`config.mk`:
```
export PLATFORM = sky130hd
export DESIGN_NAME = jtcps1_vram_arb
export DESIGN_NICKNAME = d
export VERILOG_FILES = /design/src/rtl/jtcps1_vram_arb.sv
export SDC_FILE = /design/constraint.sdc
export NUM_CORES = 1
export LEC_CHECK = 0
export BUFFER_PORTS_ARGS = -buffer_cell sky130_fd_sc_hd__buf_2
export CAP_MARGIN = 20
export CORE_UTILIZATION = 50
export CTS_BUF_LIST = sky130_fd_sc_hd__clkbuf_4
export DETAILED_ROUTE_END_ITERATION = 7
export GPL_ROUTABILITY_DRIVEN = 1
export PLACE_DENSITY = 0.79
export SLEW_MARGIN = 30
export SYNTH_ARGS = -nofsm -noshare
export SYNTH_HDL_FRONTEND = slang
export SYNTH_SLANG_ARGS = --single-unit
```
`constraint.sdc`:
```
create_clock -name clk -period 2.8 [get_ports clk]
set_input_delay 0.14 -clock clk [delete_from_list [all_inputs] [get_ports clk]]
set_output_delay 0.14 -clock clk [all_outputs]
set_load 0.02 [all_outputs]
```
`src/rtl/jtcps1_vram_arb.sv`:
```
// Round-robin arbiter for the single VRAM read port (scroll, object DMA, palette DMA).
// Routes vram_ok back to the granted requester only and caps bursts when others wait.

module jtcps1_vram_arb_okreg (
  input  logic clk,
  input  logic rst_n,
  input  logic fwd,
  output logic ok
);
  always_ff @(posedge clk or negedge rst_n)
    if (!rst_n) ok <= 1'b0;
    else        ok <= fwd;
endmodule

module jtcps1_vram_arb #(
  parameter int MAXBURST = 8
) (
  input  logic        clk,
  input  logic        rst_n,
  input  logic        scr_cs,
  input  logic [17:1] scr_addr,
  output logic        scr_ok,
  input  logic        obj_cs,
  input  logic [17:1] obj_addr,
  output logic        obj_ok,
  input  logic        pal_cs,
  input  logic [17:1] pal_addr,
  output logic        pal_ok,
  output logic [17:1] vram_addr,
  output logic        vram_cs,
  input  logic        vram_ok,
  output logic [2:0]  gnt
);
  localparam int         NREQ = 3;
  localparam logic [1:0] PAL  = 2'd2;

  typedef enum logic [1:0] {IDLE, GRANT, SWITCH} st_t;

  st_t                   st, st_nx;
  logic [NREQ-1:0]       cs_v, gnt_nx, ok_nx, ok_v;
  logic [NREQ-1:0][16:0] addr_v;
  logic [16:0]           addr_nx, cur_addr;
  logic [1:0]            last, last_nx, cand1, cand2, pick;
  logic [3:0]            bcnt, bcnt_nx, bcnt_inc;
  logic                  ok_mask, mask_nx, cs_nx, take, others, limit;

  assign cs_v   = {pal_cs, obj_cs, scr_cs};
  assign addr_v = {pal_addr, obj_addr, scr_addr};

  function automatic logic [1:0] rr_next(input logic [1:0] i);
    return (i == PAL) ? 2'd0 : i + 2'd1;
  endfunction

  // search order starts after the last granted requester and wraps back to it
  assign cand1 = rr_next(last);
  assign cand2 = rr_next(cand1);
  assign pick  = cs_v[cand1] ? cand1 : (cs_v[cand2] ? cand2 : last);

  assign cur_addr = addr_v[last];
  assign take     = vram_ok & ~ok_mask;
  assign bcnt_inc = (bcnt == 4'hf) ? bcnt : bcnt + 4'd1;
  assign others   = |(cs_v & ~gnt);
  assign limit    = (MAXBURST != 0) && take && (int'(bcnt_inc) >= MAXBURST) && others;

  always_comb begin
    st_nx   = st;
    gnt_nx  = gnt;
    last_nx = last;
    cs_nx   = vram_cs;
    addr_nx = vram_addr;
    mask_nx = ok_mask;
    bcnt_nx = bcnt;
    ok_nx   = '0;
    case (st)
      IDLE: if (|cs_v) begin
        st_nx   = GRANT;
        gnt_nx  = 3'b001 << pick;
        last_nx = pick;
        cs_nx   = 1'b1;
        addr_nx = addr_v[pick];
        mask_nx = 1'b1;
        bcnt_nx = '0;
      end
      GRANT: begin
        // data arriving right after an address change belongs to the old address
        addr_nx = cur_addr;
        mask_nx = (cur_addr != vram_addr);
        ok_nx   = take ? gnt : '0;
        if (take) bcnt_nx = bcnt_inc;
        if (!cs_v[last] || limit) st_nx = SWITCH;
      end
      SWITCH: begin
        st_nx  = IDLE;
        gnt_nx = '0;
        cs_nx  = 1'b0;
      end
      default: st_nx = IDLE;
    endcase
  end

  always_ff @(posedge clk or negedge rst_n) begin
    if (!rst_n) begin
      st        <= IDLE;
      gnt       <= '0;
      last      <= PAL;
      vram_cs   <= 1'b0;
      vram_addr <= '0;
      ok_mask   <= 1'b0;
      bcnt      <= '0;
    end else begin
      st        <= st_nx;
      gnt       <= gnt_nx;
      last      <= last_nx;
      vram_cs   <= cs_nx;
      vram_addr <= addr_nx;
      ok_mask   <= mask_nx;
      bcnt      <= bcnt_nx;
    end
  end

  for (genvar i = 0; i < NREQ; i++) begin : g_ok
    jtcps1_vram_arb_okreg u_ok (
      .clk   (clk),
      .rst_n (rst_n),
      .fwd   (ok_nx[i]),
      .ok    (ok_v[i])
    );
  end

  assign scr_ok = ok_v[0];
  assign obj_ok = ok_v[1];
  assign pal_ok = ok_v[2];
endmodule
```
==> metrics.cfg, run 1 <==
[power]
power.leakage_uw=0.001326
p_int_uw=1628
power.switching_uw=1609
clkPwrFrac_pct=8.6
sequentialPowerShare_pct=26.6
ir_drop_uv=609.7
swShare_pct=49.71
comb_power_share_pct=64.8
power.density_mw_per_mm2=1128

[synth]
synth_top_flop_cell=dfrtp_1
synth_edf_count=0
synth_cell_type_count=41
synth_top_cell_area_share_pct=33.37
synth_seq_cells=33
synth_fp_nets=320
yosysMostFrequentCell=dfrtp_1
yosysSeqAreaShare_pct=34.46
async_flop_share_pct=100.0
postSynthAreaPerCell_um2=9.160
yosysTopAreaCell=dfrtp_1
synth_area_mm2=0.002400
synth_common_cells=dfrtp_1 (32), o21ai_0 (30), a21oi_1 (23)
yosys-top-cells-area=dfrtp_1 (33%), mux2i_1 (7.5%), a222oi_1 (6.3%)
synthCells=262
synth.yosys.warnings=0

[clock_network]
cts-buffers-inserted=5
htreeDepth=2
worstSkewPairLatency_ns=0.36
cts_root_buffer=clkbuf_4
clock-sinks=33
post_cts_buffers=0
hold_buffers=1
tritoncts=built
path_clk_slew_ns=0.11
post_cts_resized=0
clk_path_buf_depth=2

[timing]
fmax_mhz=450.7
setup-tns-final_ns=0
fin_crit_ns=2.219
period_share_pct=79.23
setup_viol=0
relSlewSlack_pct=41.48
drv_slew=0
hold_viol_final=0
rsz0062_at_grt=false
fin_skew_ns=0.009341
tightest_slew_ns=0.8776

[route]
vias_per_cell=6.271
firstDrtPassIters=8
drc_errors=2
drt_iter0_markers=252
vias=2452
wl_per_cell_um=16.82
finalWirelength_mm=6.577
ant_nets=0

[worst_setup_path]
crit_required_ns=3.06
end_kind=flip-flop
cp_max_fo=18
path_cells=nor3_1 -> a21oi_1 -> o21ai_2 -> a222oi_1 -> a21oi_1 -> a21o_1
startpoint_type=flip-flop
cpMostUsedCell=a21oi_1
r2r_slack_ns=0.58
critPathKind=reg2reg
arrival_ns=2.48
cp_slowest_stage_delay_ns=0.81
crit_path_top_delay_cell=dfstp_2

[flow_run]
maxCapViolations=0

[global_route]
gr-total-overflow=0
antenna_found_initial=0
grt_pass1_wl_mm=10.74
grt_max_degree=44
grt_pass1_vias=2354
grt_use_total_pct=27.13

[place]
dpl_cell_area_mm2=0.002804
port_buffers=80
hpwl_mm=4.624
gp_congestion=0.7946

[die]
ios=81
start_util_pct=53.64
die-area_mm2=0.005081
die_w_um=71.28
die_y_um=71.28
core_mm2=0.004474
row_count=24

[layout]
insertedDiodeCount=0
fill_cells=396
drive_gt1_share_pct=31.86
seq_area_um2=827.0
nets=396
final_area_mm2=0.002869
final_util_pct=64.12
multi_input_area_mm2=0.001406
syn2layout_area_growth_pct=19.55

[outcome]
violations=design-rule violations
status=finished with violations

[hold_path]
min_path_type=in2reg

## final timing paths
check / cells after the start / start / endpoint
max: 6 / last[1] / vram_addr[3]
min: 3 / pal_cs / last[1]
max reg2reg: 6 / last[1] / vram_addr[3]
min reg2reg: 2 / vram_cs / vram_cs
max in group asynchronous: 2 / rst_n / vram_addr[3]
min in group asynchronous: 2 / rst_n / g_ok[2].u_ok.ok
## layer usage
layer / up-vias / track usage [%] / part of all wire [%]
met1: 1162 / 33.30 / 42
met5: - / 0 / 0
met4: 0 / 11.78 / 1.1
li1: 1148 / - / -
met2: 135 / 46.14 / 49
met3: 7 / 5.767 / 7.9
## power by group through the flow
stage	Clock (uW)	Combinational (uW)	Sequential [uW]
final	279	2100	860
after global routing	305	2270	888
after CTS	283	2080	857
after detailed placement	0	2080	866
after global placement	0	2040	862
after floorplan	0	1430	985
## per-stage QoR
| stage | hold WS, ns | total power, uW | std cells | setup slack, ns |
|---|---|---|---|---|
| floorplan | -0.1556 | 2419 | 262 | 1.040 |
| global placement | 0.2524 | 2905 | 382 | 0.6604 |
| detailed placement | 0.2637 | 2944 | 382 | 0.6391 |
| CTS | 0.05974 | 3225 | 391 | 0.6158 |
| global route | 0.09813 | 3466 | 391 | 0.4016 |
| finish | 0.06764 | 3237 | 391 | 0.5815 |
## logic make-up after synthesis
kind of cell               Yosys count  synth area share [%]
and+or+nand+nor                     54                 11.42
AOI/OAI and AO/OA                  108                 31.86
DFF                                 33                 34.46
buffers and inverters               29                 7.195
muxes                               19                 7.977
adders and majority gates            1                0.5213
xor gates and xnor gates            18                 6.570
## critical path, delay by kind of cell, from the launching register on
family          cells  cell delay (ns)
compound gates      5             1.19
simple gates        1             0.10
flops               1             0.81
## cell usage in the layout, fill, tap and decap left out, types with 4 or more instances in the layout
cell       count
nand3b_1       4
buf_4         11
o21ai_0       30
a21o_1        14
buf_2         80
clkbuf_4       5
o2bb2ai_1      9
inv_1          5
a21oi_1       23
nor2_1        12
a222oi_1      15
mux2i_1       18
nor3_1         9
nand3_1        7
dfrtp_1       32
nand2_1       12
xnor2_1       15
## area by class of cell
cell class / instances / share of cell area, %
Multi-Input combinational cell: 200 / 49.02
Sequential cell: 33 / 28.83
Timing Repair Buffer: 92 / 17.18
Tap cell: 52 / 2.268
Clock buffer: 5 / 1.308
Inverter: 6 / 0.7850
Clock inverter: 3 / 0.6106
## registers in the layout, summed over array words and instances, names as in the netlist
signal and count:
gnt 3, vram_addr 17, g_ok.u_ok.ok 3, vram_cs 1, st 2, ok_mask 1
last 2, bcnt 4
Note: power is estimated with default switching activity, not from simulation.
==> inputs of run 2 (changes only) <==
- CORE_UTILIZATION: 50 -> 47
- PLACE_DENSITY: 0.79 -> 0.78
- clock period: 2.8 -> 2 ns (I/O delays scaled with it)
==> run 2 against run 1 <==
The run now ends clean. Flip-flop and latch count stayed put. Via count is 3.7% higher. Power up 53%. Fmax increased by 15%. Combinational power rose by 55%.
==> metrics.cfg, run 2 (synthesized netlist as in run 1, its figures left out) <==
[outcome]
status=complete, no violations

[worst_setup_path]
cp_max_fo=12
crit_required_ns=2.25
arrival_ns=2.18
startpoint_type=flip-flop
reg2reg_depth=9
r2r-end=vram_addr[3]
critPathKind=reg2reg
end_kind=flip-flop
r2r-start=last[0]
r2r_slack_ns=0.07

[route]
wl_per_cell_um=17.62
drt_iter0_markers=273
ant_nets=0
finalWirelength_mm=7.278
vias_per_cell=6.157
drc_errors=0
vias=2543
firstDrtPassIters=5

[timing]
fin_crit_ns=1.929
relSlewSlack_pct=50.62
period_share_pct=96.44
fin_skew_ns=0.01517
rsz0062_at_grt=true
drv_slew=0
hold_viol_final=0
setup_viol=0
tightest_slew_ns=0.7406
fmax_mhz=518.4

[global_route]
grt_use_total_pct=27.33
grt_max_degree=44
grt_pass1_vias=2374
gr-total-overflow=0
antenna_found_initial=0
grt_pass1_wl_mm=11.28

[layout]
mostFrequentLayoutCell=buf_2
largest-register=vram_addr
fill_cells=429
largest_register_ff_count=17
drive_gt1_share_pct=34.10
syn2layout_area_growth_pct=26.54
top_regs=vram_addr: 17 flops, bcnt: 4 flops
multi_input_area_mm2=0.001424
insertedDiodeCount=0
seq_area_um2=827.0
layout_common_cells=buf_2 (81), dfrtp_1 (32), o21ai_0 (30), a21oi_1 (23), mux2i_1 (17)
final_util_pct=63.04
nets=403

[clock_network]
path_clk_slew_ns=0.11
worstSkewPairLatency_ns=0.35
clk_path_buf_depth=2
htreeDepth=2
clock-sinks=33
cts_root_buffer=clkbuf_4
tritoncts=built
cts-buffers-inserted=5

[power]
p_total_uw=4945
power.density_mw_per_mm2=1628
power.leakage_uw=0.001391
ir_drop_uv=796.8

[place]
port_buffers=80
gp_congestion=0.8622
hpwl_mm=5.079

[die]
start_util_pct=49.82
die-area_mm2=0.005396
ios=81
die_y_um=73.46
die_w_um=73.46
core_mm2=0.004817
row_count=25

[hold_path]
min_path_type=in2reg
min_to=last[1]
min_from=pal_cs
whs_path_depth=3

[flow_run]
maxCapViolations=0

==> run 2: changes by cell type in the layout (fill, tap and decap cells not counted), sizes merged <==
| cell | change |
|---|---|
| clkbuf | +2 |
| clkinvlp | -1 |
| bufinv | +1 |
| clkinv | -1 |
| buf | +6 |
==> run 2: what timing repair did <==
action / in CTS / in global routing
setup endpoints to repair: 0 / 12
gates resized for setup: 0 / 8
hold buffers: 1 / 0
buffers inserted: 0 / 1
hold endpoints to repair: 32 / 0
==> run 2: how the worst max path moves through the flow <==
stage                     depth (start not counted)           end     from  slack [ns]
after floorplan                                   8       ok_mask  last[1]        0.24
after global placement                            7  vram_addr[1]  last[1]        0.08
after detailed placement                          7  vram_addr[1]  last[1]        0.06
after CTS                                         7  vram_addr[1]  last[1]        0.04
after global routing                              7       ok_mask  last[1]       -0.08
final                                             9  vram_addr[3]  last[0]        0.07
==> run 2: metal layers <==
layer,share of wire [%],global-route usage [%],vias up
met5,0,0,-
met4,1.2,8.120,0
met3,6.9,4.527,11
met2,49,45.87,141
met1,43,36.07,1225
li1,-,-,1166
==> run 2: layout make-up <==
class,instances,area share (%)
clock buffer,6,1.483
timing repair buffer,99,19.78
tap,67,2.761
clock inverter,2,1.112
inverter,6,0.7417
multi-input combinational,200,46.89
sequential,33,27.24
==> run 2: where the power goes <==
part | internal (uW) | total (uW) | switching (uW)
logic | 1390 | 3250 | 1860
clock network | 274 | 514 | 240
registers | 930 | 1180 | 250
total | 2590 | 4940 | 2350
==> run 2: per-stage QoR <==
| step | hold slack [ns] | area [um2] | std cells | setup TNS (ns) | setup WS (ns) |
|---|---|---|---|---|---|
| after CTS | 0.06479 | 2967 | 410 | 0 | 0.03524 |
| after global routing | 0.05691 | 3037 | 413 | -0.08317 | -0.08272 |
| after global placement | 0.1997 | 2878 | 401 | 0 | 0.07515 |
| after detailed placement | 0.2090 | 2878 | 401 | 0 | 0.06428 |
| final | 0.08122 | 3037 | 413 | 0 | 0.07116 |
| after floorplan | -0.1956 | 2400 | 262 | 0 | 0.2398 |
==> run 2: worst max-delay path: stages, from the launching register on <==
cell,delay [ns]
dfrtp_1,0.35
buf_4,0.18
buf_6,0.15
nor3_1,0.06
a21oi_1,0.15
o21ai_2,0.07
buf_4,0.18
a222oi_1,0.41
a21oi_1,0.12
a21o_1,0.16
